`src/rtl/fetch_unit.sv`:
```
// Instruction-fetch / PC-sequencing stage: holds PC, fetches one word per instruction
// over a req/ack handshake and computes the next PC when the instruction retires.
module fetch_unit #(
    parameter logic [31:0] RESET_PC = 32'h0000_0000,
    parameter int          MAX_WAIT = 16
) (
    input  logic        Clk,
    input  logic        Reset,
    input  logic [1:0]  PCSrc,
    input  logic [15:0] Imm,
    input  logic [25:0] Target,
    input  logic [31:0] RsData,
    input  logic        Retire,
    output logic        IMemReq,
    output logic [31:0] IMemAddr,
    input  logic [31:0] IMemRdata,
    input  logic        IMemAck,
    output logic [31:0] Instr,
    output logic [5:0]  Opcode,
    output logic [5:0]  Funct,
    output logic        InstrValid,
    output logic [31:0] PC,
    output logic [31:0] PCPlus4,
    output logic        Fault
);

    // The counter only has to reach MAX_WAIT-1, so clog2(MAX_WAIT) bits are enough.
    localparam int WCW = (MAX_WAIT < 2) ? 1 : $clog2(MAX_WAIT);
    localparam logic [WCW-1:0] WAIT_LAST = WCW'(MAX_WAIT - 1);

    typedef enum logic [1:0] {
        IDLE  = 2'd0,
        FETCH = 2'd1,
        HOLD  = 2'd2,
        FAULT = 2'd3
    } state_t;

    state_t          state_reg;
    logic [31:0]     pc_reg;
    logic [31:0]     instr_reg;
    logic [WCW-1:0]  waitcnt_reg;

    logic [31:0]     pc_plus4;
    logic [31:0]     branch_off;
    logic [31:0]     pc_next;

    assign pc_plus4   = pc_reg + 32'd4;
    assign branch_off = {{14{Imm[15]}}, Imm, 2'b00};

    always_comb begin
        pc_next = pc_plus4;
        case (PCSrc)
            2'd0:    pc_next = pc_plus4;
            2'd1:    pc_next = pc_plus4 + branch_off;
            2'd2:    pc_next = RsData;
            default: pc_next = {pc_plus4[31:28], Target, 2'b00};
        endcase
    end

    always_ff @(posedge Clk) begin
        if (Reset) begin
            state_reg   <= IDLE;
            pc_reg      <= RESET_PC;
            instr_reg   <= 32'h0;
            waitcnt_reg <= '0;
        end else begin
            case (state_reg)
                IDLE: state_reg <= FETCH;
                FETCH: begin
                    // An ack on the last allowed cycle still wins over the timeout.
                    if (IMemAck) begin
                        instr_reg   <= IMemRdata;
                        waitcnt_reg <= '0;
                        state_reg   <= HOLD;
                    end else if (waitcnt_reg == WAIT_LAST) begin
                        state_reg <= FAULT;
                    end else begin
                        waitcnt_reg <= waitcnt_reg + 1'b1;
                    end
                end
                HOLD: begin
                    if (Retire) begin
                        pc_reg    <= pc_next;
                        state_reg <= (pc_next[1:0] != 2'b00) ? FAULT : FETCH;
                    end
                end
                default: state_reg <= FAULT;
            endcase
        end
    end

    assign IMemReq    = (state_reg == FETCH);
    assign InstrValid = (state_reg == HOLD);
    assign Fault      = (state_reg == FAULT);
    assign IMemAddr   = pc_reg;
    assign PC         = pc_reg;
    assign PCPlus4    = pc_plus4;
    assign Instr      = instr_reg;
    assign Opcode     = instr_reg[31:26];
    assign Funct      = instr_reg[5:0];

endmodule

```
`config.mk`:
```
export PLATFORM = sky130hd
export DESIGN_NAME = fetch_unit
export DESIGN_NICKNAME = d
export VERILOG_FILES = /design/src/rtl/fetch_unit.sv
export SDC_FILE = /design/constraint.sdc
export NUM_CORES = 1
export LEC_CHECK = 0
export ABC_AREA = 1
export CAP_MARGIN = 20
export CELL_PAD_IN_SITES_DETAIL_PLACEMENT = 0
export CELL_PAD_IN_SITES_GLOBAL_PLACEMENT = 1
export CORE_MARGIN = 1.5
export CORE_UTILIZATION = 30
export CTS_CLUSTER_DIAMETER = 120
export DETAILED_ROUTE_END_ITERATION = 10
export PLACE_DENSITY_LB_ADDON = 0.1
export SLEW_MARGIN = 20
export SYNTH_ARGS = -nofsm -noshare
export SYNTH_HDL_FRONTEND = slang
export SYNTH_SLANG_ARGS = --single-unit
```
`constraint.sdc`:
```
create_clock -name Clk -period 3.4 [get_ports Clk]
set_input_delay 0.85 -clock Clk [delete_from_list [all_inputs] [get_ports Clk]]
set_output_delay 0.85 -clock Clk [all_outputs]
set_load 0.1 [all_outputs]
```
Word-level counts from Yosys, hierarchy flattened
Index checks and enable logic that the tools add are counted.
{"block": "word_totals", "regBits": 70, "latchBits": 0, "ram_bits": 0, "mem_bits_ro": 0, "in_bits": 112, "output_inout_bits": 143, "word_cells": 31, "memories": 0}
{"block": "classes", "n_addsub": 3, "multipliers": 0, "div": 0, "magnitude_cmp": 0, "eq_ne": 9, "shifts": 0, "muxes": 8, "bitwise_logic": 0, "n_reduce_logical": 7}
{"cell": "32-bit one-hot mux with 3 select lines", "n": 1}
{"cell": "32-bit by 3-bit adder with 32-bit output, second input constant", "n": 1}
{"cell": "32-bit adder", "n": 1}
{"cell": "2-bit 2-to-1 mux", "n": 4}
{"cell": "4-bit 2-to-1 mux", "n": 2}
{"cell": "2-bit AND reduction", "n": 4}
{"cell": "2-bit equality test, second input constant", "n": 3}
{"cell": "2-bit one-hot mux with 3 select lines", "n": 1}
{"cell": "4-bit by 1-bit adder with 4-bit output, second input constant", "n": 1}
{"cell": "2-bit by 1-bit equality test with 1-bit output, second input constant", "n": 2}
{"cell": "4-bit equality test, second input constant", "n": 1}
{"cell": "2-bit logical NOT", "n": 2}
{"cell": "2-bit inequality test, second input constant", "n": 2}
{"cell": "3-bit by 1-bit inequality test with 1-bit output, second input constant", "n": 1}
{"cell": "2-bit nonzero test", "n": 1}

Depth between registers and ports, before layout
Gate-level depths: netlist of run 1.
{"block": "logic_depth", "ltp_word": 7, "ltp_mapped": 23, "ltp_nobuf": 23}

Worst setup path after synthesis of run 1
Ideal clock, no wire load.
{"block": "synth_path", "path_kind": "reg-to-reg", "startpoint": "register pc_reg[2], in the netlist IMemAddr[2]", "endpoint": "register pc_reg[15], in the netlist IMemAddr[15]", "setup_ps": 134, "t_arrival_ps": 5056, "t_required_ps": 3266, "setup_slack_ps": -1789, "path_stages_with_launch": 15, "n_path_buf": 0, "period_less_slack_ps": 5189, "cell_sequence": "dfxtp_1 -> inv_1 -> nor2_2 -> xor2_1 -> ha_1 -> nand2_1 -> nor2_2 -> and2_1 -> nand2_1 -> nand2_1 -> or2_1 -> nand3_1 -> nand3_1 -> nand2_1 -> a21oi_1"}
{"block": "synth_via", "elab_chain_len": 3}
{"element": "from (decl)", "line_no": "39", "text": "logic [31:0] pc_reg;"}
{"element": "from (signal assigned)", "line_no": "83", "text": "pc_reg <= pc_next;"}
{"element": "32-bit by 3-bit adder with 32-bit output", "line_no": "47", "text": "assign pc_plus4 = pc_reg + 32'd4;"}
{"element": "via PCPlus4[2]", "line_no": "23", "text": "output logic [31:0] PCPlus4,"}
{"element": "32-bit adder", "line_no": "54", "text": "2'd1: pc_next = pc_plus4 + branch_off;"}
{"element": "32-bit one-hot mux with 3 select lines", "line_no": "52", "text": "case (PCSrc)"}
The timed path passes the listed nets, and every way through them passes these cells.
A chain may end at the register's enable or synchronous reset.

Worst setup path in the final report of run 1
{"block": "layout_path", "startpoint": "register pc_reg[10], in the netlist IMemAddr[10]", "endpoint": "register pc_reg[28], in the netlist IMemAddr[28]"}
{"block": "layout_via", "elab_chain_len": 3}
{"element": "32-bit by 3-bit adder with 32-bit output *", "line_no": "47"}
{"element": "32-bit adder", "line_no": "54"}
{"element": "32-bit one-hot mux with 3 select lines *", "line_no": "52"}
Every way passes the cells marked *; elsewhere a longest branch is shown, timed or not.

==> flow_summary.json, run 1 <==
{
  "ys_ff_latch": 70,
  "holdCritPathClass": "reg2reg",
  "syn_area_per_cell_um2": 5.56,
  "async_reset_ff_share_pct": 0,
  "die_y_um": 155,
  "syn_nets": 1389,
  "num_antenna_cells": 0,
  "final-hold-violation-count": 0,
  "root_buffer": "clkbuf_16",
  "cts_hold_buf": 0,
  "period_minus_slack_ps": 3200,
  "initial_utilization_pct": 30.6,
  "drt-pass1-iter-count": 5,
  "rr_endpoint": "IMemAddr[28]$_SDFFE_PP0P_",
  "r2r_start": "IMemAddr[10]$_SDFFE_PP0P_",
  "p_leak_nw": 4.90,
  "cts_tree": "yes",
  "grt_pass1_wl_um": 45700,
  "slew_headroom_pct": 61.9,
  "netlist_area_um2": 6900,
  "tightest_slew_ps": 570,
  "grt_max_degree": 49,
  "reg2reg_depth": 18,
  "clockBufferDepth": 2,
  "gp_congestion": 0.907,
  "arrival_ps": 3430,
  "synth_seq_area_share_pct": 20.3,
  "core-area_um2": 22600,
  "p_per_area_nw_per_um2": 311,
  "reg2reg_slack_ps": 200,
  "synth-edff-count": 0,
  "grt_pass1_vias": 8113,
  "power_mw": 3.15,
  "ys_types": 40,
  "dp_hpwl_um": 25000,
  "wl_per_cell_um": 17.1,
  "worst_clock_skew_ps": 7.16,
  "ys_warn_count": 0,
  "status": "complete, no violations",
  "design_area_um2": 10100,
  "finalNetCount": 1612,
  "cts.sinks": 70,
  "drt-total-wl_um": 30000,
  "num_io_pins": 255,
  "crit_path_end_kind": "flip-flop",
  "numCtsBuffers": 9,
  "min_to": "Instr[20]$_SDFFE_PP0P_",
  "cp-startpoint": "IMemAddr[10]$_SDFFE_PP0P_",
  "finalSetupViolations": 0,
  "max_cap_violations": 0,
  "grt-ovfl-total": 0,
  "min_path_cells": 2,
  "cp_data_required_time_ps": 3640,
  "drt_iter0_drc": 443,
  "route.detailed.drc": 0,
  "vias_per_cell": 4.73,
  "num_vias": 8297,
  "peakVddDrop_mv": 0.243,
  "h-tree-depth": 3,
  "area_growth_pct": 46.5,
  "hp-start": "Instr[20]$_SDFFE_PP0P_",
  "startpoint_type": "flip-flop",
  "die_x_um": 155,
  "slew_viol_final": 0,
  "postRouteAntennaNets": 0,
  "drive_gt1_share_pct": 19.5,
  "antenna_found_initial": 0,
  "critPathKind": "reg2reg",
  "clk_latency_ps": 340,
  "track_usage_pct": 25.0,
  "rows": 55,
  "netlist_instances": 1242,
  "cts.clk_slew.worst_paths_ps": 60,
  "min_period_over_period_pct": 94.0,
  "critPathMaxFanout": 6,
  "placed_area_um2": 9700,
  "max_freq_ghz": 0.313,
  "portBuffers": 254,
  "synth-main-ff-cell": "dfxtp_1",
  "die_area_um2": 23900
}
## cell usage in the layout, fill, tap and decap left out, drive strengths merged, types with 2 or more instances in the layout
cell and instances:
nor3 11, o2111ai 3, o21bai 7, xnor2 5, nor2 122, ha 34
buf 177, a21oi 94, xor2 6, clkinvlp 4, nand2 460, o21ai 42
a22o 2, nand3 85, and2 10, a21o 2, clkbuf 13, or2 9
clkdlybuf4s50 110, nand4 18, inv 175, dfxtp 70
## worst max path at each step
stage	endpoint	slack [ps]	depth (start not counted)
global placement	IMemAddr[22]$_SDFFE_PP0P_	10	19
detailed placement	IMemAddr[22]$_SDFFE_PP0P_	-20	20
CTS	IMemAddr[22]$_SDFFE_PP0P_	70	20
finish	IMemAddr[28]$_SDFFE_PP0P_	200	18
floorplan	IMemAddr[15]$_SDFFE_PP0P_	-6	14
global route	IMemAddr[28]$_SDFFE_PP0P_	-10	18
## per-layer routing
layer / GRT usage, % / vias up / part of all wire, %
li1: - / 4299 / -
met1: 32.5 / 3739 / 45
met2: 44.3 / 234 / 49
met3: 2.94 / 25 / 4.7
met4: 5.49 / 0 / 1.6
met5: 0 / - / 0
## timing repair
action                                  in CTS  in global routing
resized for setup                            1                 20
cloned                                       0                  0
endpoints found under the setup margin       1                 13
pin swaps                                    0                  2
setup buffers                                0                  1
## synth_stat cells (7+ instances only)
master / number / area share [%]
nor2_2: 8 / 0.73
nand3_1: 84 / 6.1
clkbuf_1: 15 / 0.82
nand4_1: 18 / 1.6
inv_1: 177 / 9.6
o21bai_1: 7 / 0.76
and2_1: 10 / 0.91
ha_1: 34 / 6.2
nor3_1: 11 / 0.80
o21ai_0: 38 / 2.8
nand2_1: 454 / 25
dfxtp_1: 70 / 20
a21oi_1: 93 / 6.7
nor2_1: 112 / 6.1
buf_2: 11 / 0.80
buf_4: 47 / 5.1
or2_2: 7 / 0.63
## critical path: stages (launching register included)
cell and delay (ps):
dfxtp_4 410, nand2_1 130, nor2_2 160, nand4_1 200
buf_4 200, nor2_4 200, xor2_4 300, ha_4 190
nand2_1 90, nor2_1 230, nand3_1 160, nand3_1 190
nand3_1 150, nand2_1 100, nand2_1 50, nand3_1 80
nand3_1 120, nand2_1 90, inv_1 30
## final cells by class
type	instances	area (um^2)
Clock buffer	13	282
Clock inverter	3	47.5
Fill cell	2432	12500
Inverter	178	683
Multi-Input combinational cell	919	4610
Sequential cell	70	1480
Tap cell	285	357
Timing Repair Buffer	287	2650
## logic make-up after synthesis
logic type,after synthesis,share of synthesized area [%]
xor gates and xnor gates,11,1.50
buffers and inverters,253,16.5
adders and majority gates,35,6.45
and+or+nand+nor,716,42.9
DFF,70,20.3
AOI/OAI and AO/OA,157,12.3
## report_power, final
group / switching, mW / leakage (nW) / internal, mW
sequential: 0.0417 / 0.588 / 0.847
clock: 0.380 / 0.162 / 0.658
combinational: 0.858 / 4.15 / 0.366
## stage by stage
stage | hold WS, ps | TNS (ps) | instances | utilization (%) | setup slack (ps)
6_report | 465 | 0 | 1755 | 44.8 | 203
3_3_place_gp | 453 | 0 | 1738 | 43.0 | 12.2
3_5_place_dp | 459 | -15.0 | 1738 | 43.0 | -15.0
5_1_grt | 485 | -13.9 | 1755 | 44.8 | -13.9
2_1_floorplan | 447 | -5.85 | 1242 | - | -5.85
4_1_cts | 469 | 0 | 1754 | 44.4 | 66.6
No activity file was read; power rests on OpenSTA's default activity.
==> run 2, diff against run 1 <==
- CTS_CLUSTER_DIAMETER: 120 -> 200
==> results of run 2 <==
Final layout, timing and power as in run 1 (identical DEF).
==> run 3, diff against run 2 <==
- RECOVER_POWER: not set -> 100
- SKIP_LAST_GASP: not set -> 1
==> flow_summary.json, run 3 (synthesized netlist as in run 1, its figures left out) <==
{
  "status": "complete, no violations",
  "pwr-share-comb_pct": 37.7,
  "grt_busiest_layer": "met2",
  "grt_pass1_wl_um": 45700,
  "seq_power_share_pct": 28.7,
  "regArea_um2": 1480,
  "max_freq_ghz": 0.309,
  "vias_per_cell": 4.75,
  "rsz0062_at_grt": "yes",
  "die_x_um": 155,
  "slew_headroom_pct": 3.54,
  "swShare_pct": 41.3,
  "fillers": 2570,
  "drt-pass1-iter-count": 5,
  "drive_gt1_share_pct": 11.0,
  "peakVddDrop_mv": 0.237,
  "route.detailed.drc": 0,
  "root_buffer": "clkbuf_16",
  "startpoint_type": "flip-flop",
  "rr_endpoint": "IMemAddr[28]$_SDFFE_PP0P_",
  "cpMaxStageDelayCell": "dfxtp_4",
  "arrival_ps": 3480,
  "p_sw_mw": 1.28,
  "min_period_over_period_pct": 95.2,
  "met1_usage_pct": 32.5,
  "slew_viol_final": 0,
  "critPathKind": "reg2reg",
  "grt_max_degree": 49,
  "setup_slack_ps": 162,
  "portBuffers": 254,
  "grt_pass1_vias": 8113,
  "groute.layer.met2.usage_pct": 44.3,
  "holdCritPathClass": "reg2reg",
  "numCtsBuffers": 9,
  "cpMostUsedCell": "nand2_1",
  "finalSetupTns_ps": 0,
  "clockBufferDepth": 2,
  "drt-total-wl_um": 29900,
  "postRouteAntennaNets": 0,
  "layout_common_cells": "454 x nand2_1, 173 x inv_1, 120 x clkbuf_1, 108 x clkdlybuf4s50_1, 104 x nor2_1",
  "h-tree-depth": 3,
  "initial_utilization_pct": 30.6,
  "period_minus_slack_ps": 3240,
  "cp-startpoint": "IMemAddr[10]$_SDFFE_PP0P_",
  "die_area_um2": 23900,
  "place_ws_ps": -15.0,
  "p_clk_share_pct": 33.6,
  "area_growth_pct": 38.9,
  "worstPathCellList": "nand2_1 -> nor2_2 -> nand4_1 -> buf_4 -> nor2_4 -> nand3_1 -> and2_2 -> ha_1 -> nand2_1 -> nor3_1 -> nand3_1 -> nand2_1 -> nand2_1 -> nand3_1 -> nand3_1 -> nand2_1 -> inv_1",
  "finalNetCount": 1612,
  "final-hold-violation-count": 0,
  "critPathMaxFanout": 6,
  "hp-start": "Instr[20]$_SDFFE_PP0P_",
  "gp_congestion": 0.907,
  "finalSetupViolations": 0,
  "cp_data_required_time_ps": 3640,
  "rows": 55,
  "gr-usage-met3_pct": 2.94,
  "cts_tree": "yes",
  "antenna_found_initial": 0,
  "worst_clock_skew_ps": 6.04,
  "multi_input_area_um2": 4580,
  "core-area_um2": 22600,
  "internal-power_mw": 1.81,
  "reg2reg_slack_ps": 160,
  "num_vias": 8339,
  "tightest_slew_ps": 1450,
  "track_usage_pct": 25.0,
  "die_y_um": 155,
  "p_per_area_nw_per_um2": 323,
  "timing.hold.ws_ps": 463,
  "final_common_cell": "nand2_1",
  "crit_path_end_kind": "flip-flop",
  "reg2reg_depth": 17,
  "worstSetupEndpoint": "IMemAddr[28]$_SDFFE_PP0P_",
  "drt_iter0_drc": 480,
  "cts.clk_slew.worst_paths_ps": 60,
  "cts_hold_buf": 0,
  "p_leak_nw": 4.39,
  "num_antenna_cells": 0,
  "wl_per_cell_um": 17.0,
  "clk_latency_ps": 340,
  "max_cap_violations": 0,
  "grt-ovfl-total": 0,
  "cts.sinks": 70,
  "r2r_start": "IMemAddr[10]$_SDFFE_PP0P_",
  "final_core_util_pct": 42.5,
  "dp_hpwl_um": 25000,
  "num_io_pins": 255,
  "critPathMaxStageDelay_ps": 410
}
run 3: routing by layer:
metal  vias up  wire length [um]  part of all wire, %
met4         0               532                  1.8
met5         -                 0                    0
met3        32              1270                  4.2
met2       229             14500                   49
li1       4297                 -                    -
met1      3781             13600                   45
run 3: cell type report:
cell class | count | share of cell area (%)
clock buffers | 13 | 2.94
clock inverters | 3 | 0.496
inverters | 178 | 7.13
multi-input cells | 919 | 47.8
flip-flops and latches | 70 | 15.5
well taps | 285 | 3.72
repair buffers | 287 | 22.4
run 3: what timing repair did:
action / 4_1_cts / 5_1_grt
endpoints found under the hold margin: 0 / 0
endpoints found under the setup margin: 1 / 13
buffers inserted: 0 / 1
resized for setup: 1 / 17
gates cloned: 0 / 0
pin swaps: 0 / 2
run 3: worst min-delay path by stage:
stage | endpoint | slack [ps] | depth (start not counted)
finish | Instr[20]$_SDFFE_PP0P_ | 460 | 2
global placement | Instr[7]$_SDFFE_PP0P_ | 450 | 2
detailed placement | Instr[20]$_SDFFE_PP0P_ | 460 | 2
floorplan | waitcnt_reg[0]$_SDFFE_PP0P_ | 450 | 1
global route | Instr[20]$_SDFFE_PP0P_ | 480 | 2
CTS | Instr[20]$_SDFFE_PP0P_ | 470 | 2
run 3: metrics by stage:
| stage | instances | instance area, um^2 | total power, mW |
|---|---|---|---|
| 6_report | 1755 | 9590 | 3.09 |
| 5_1_grt | 1755 | 9590 | 3.23 |
| 4_1_cts | 1754 | 10000 | 3.17 |
| 3_5_place_dp | 1738 | 9700 | 2.12 |
| 3_3_place_gp | 1738 | 9700 | 2.13 |
| 2_1_floorplan | 1242 | 7170 | 1.73 |
run 3: power groups by stage:
stage                     registers, mW  logic, mW  clock network [mW]
final                             0.887       1.16                1.04
after global routing              0.893       1.24                1.09
after CTS                         0.889       1.22                1.06
after detailed placement          0.907       1.22                   0
after global placement            0.906       1.22                   0
after floorplan                    1.12      0.616                   0
run 3: worst max-delay path: cells and delay by family (launching register included):
family / cells / cell delay, ps
adders and majority gates: 1 / 370
DFF: 1 / 410
buffers and inverters: 2 / 230
and+or+nand+nor: 14 / 2110
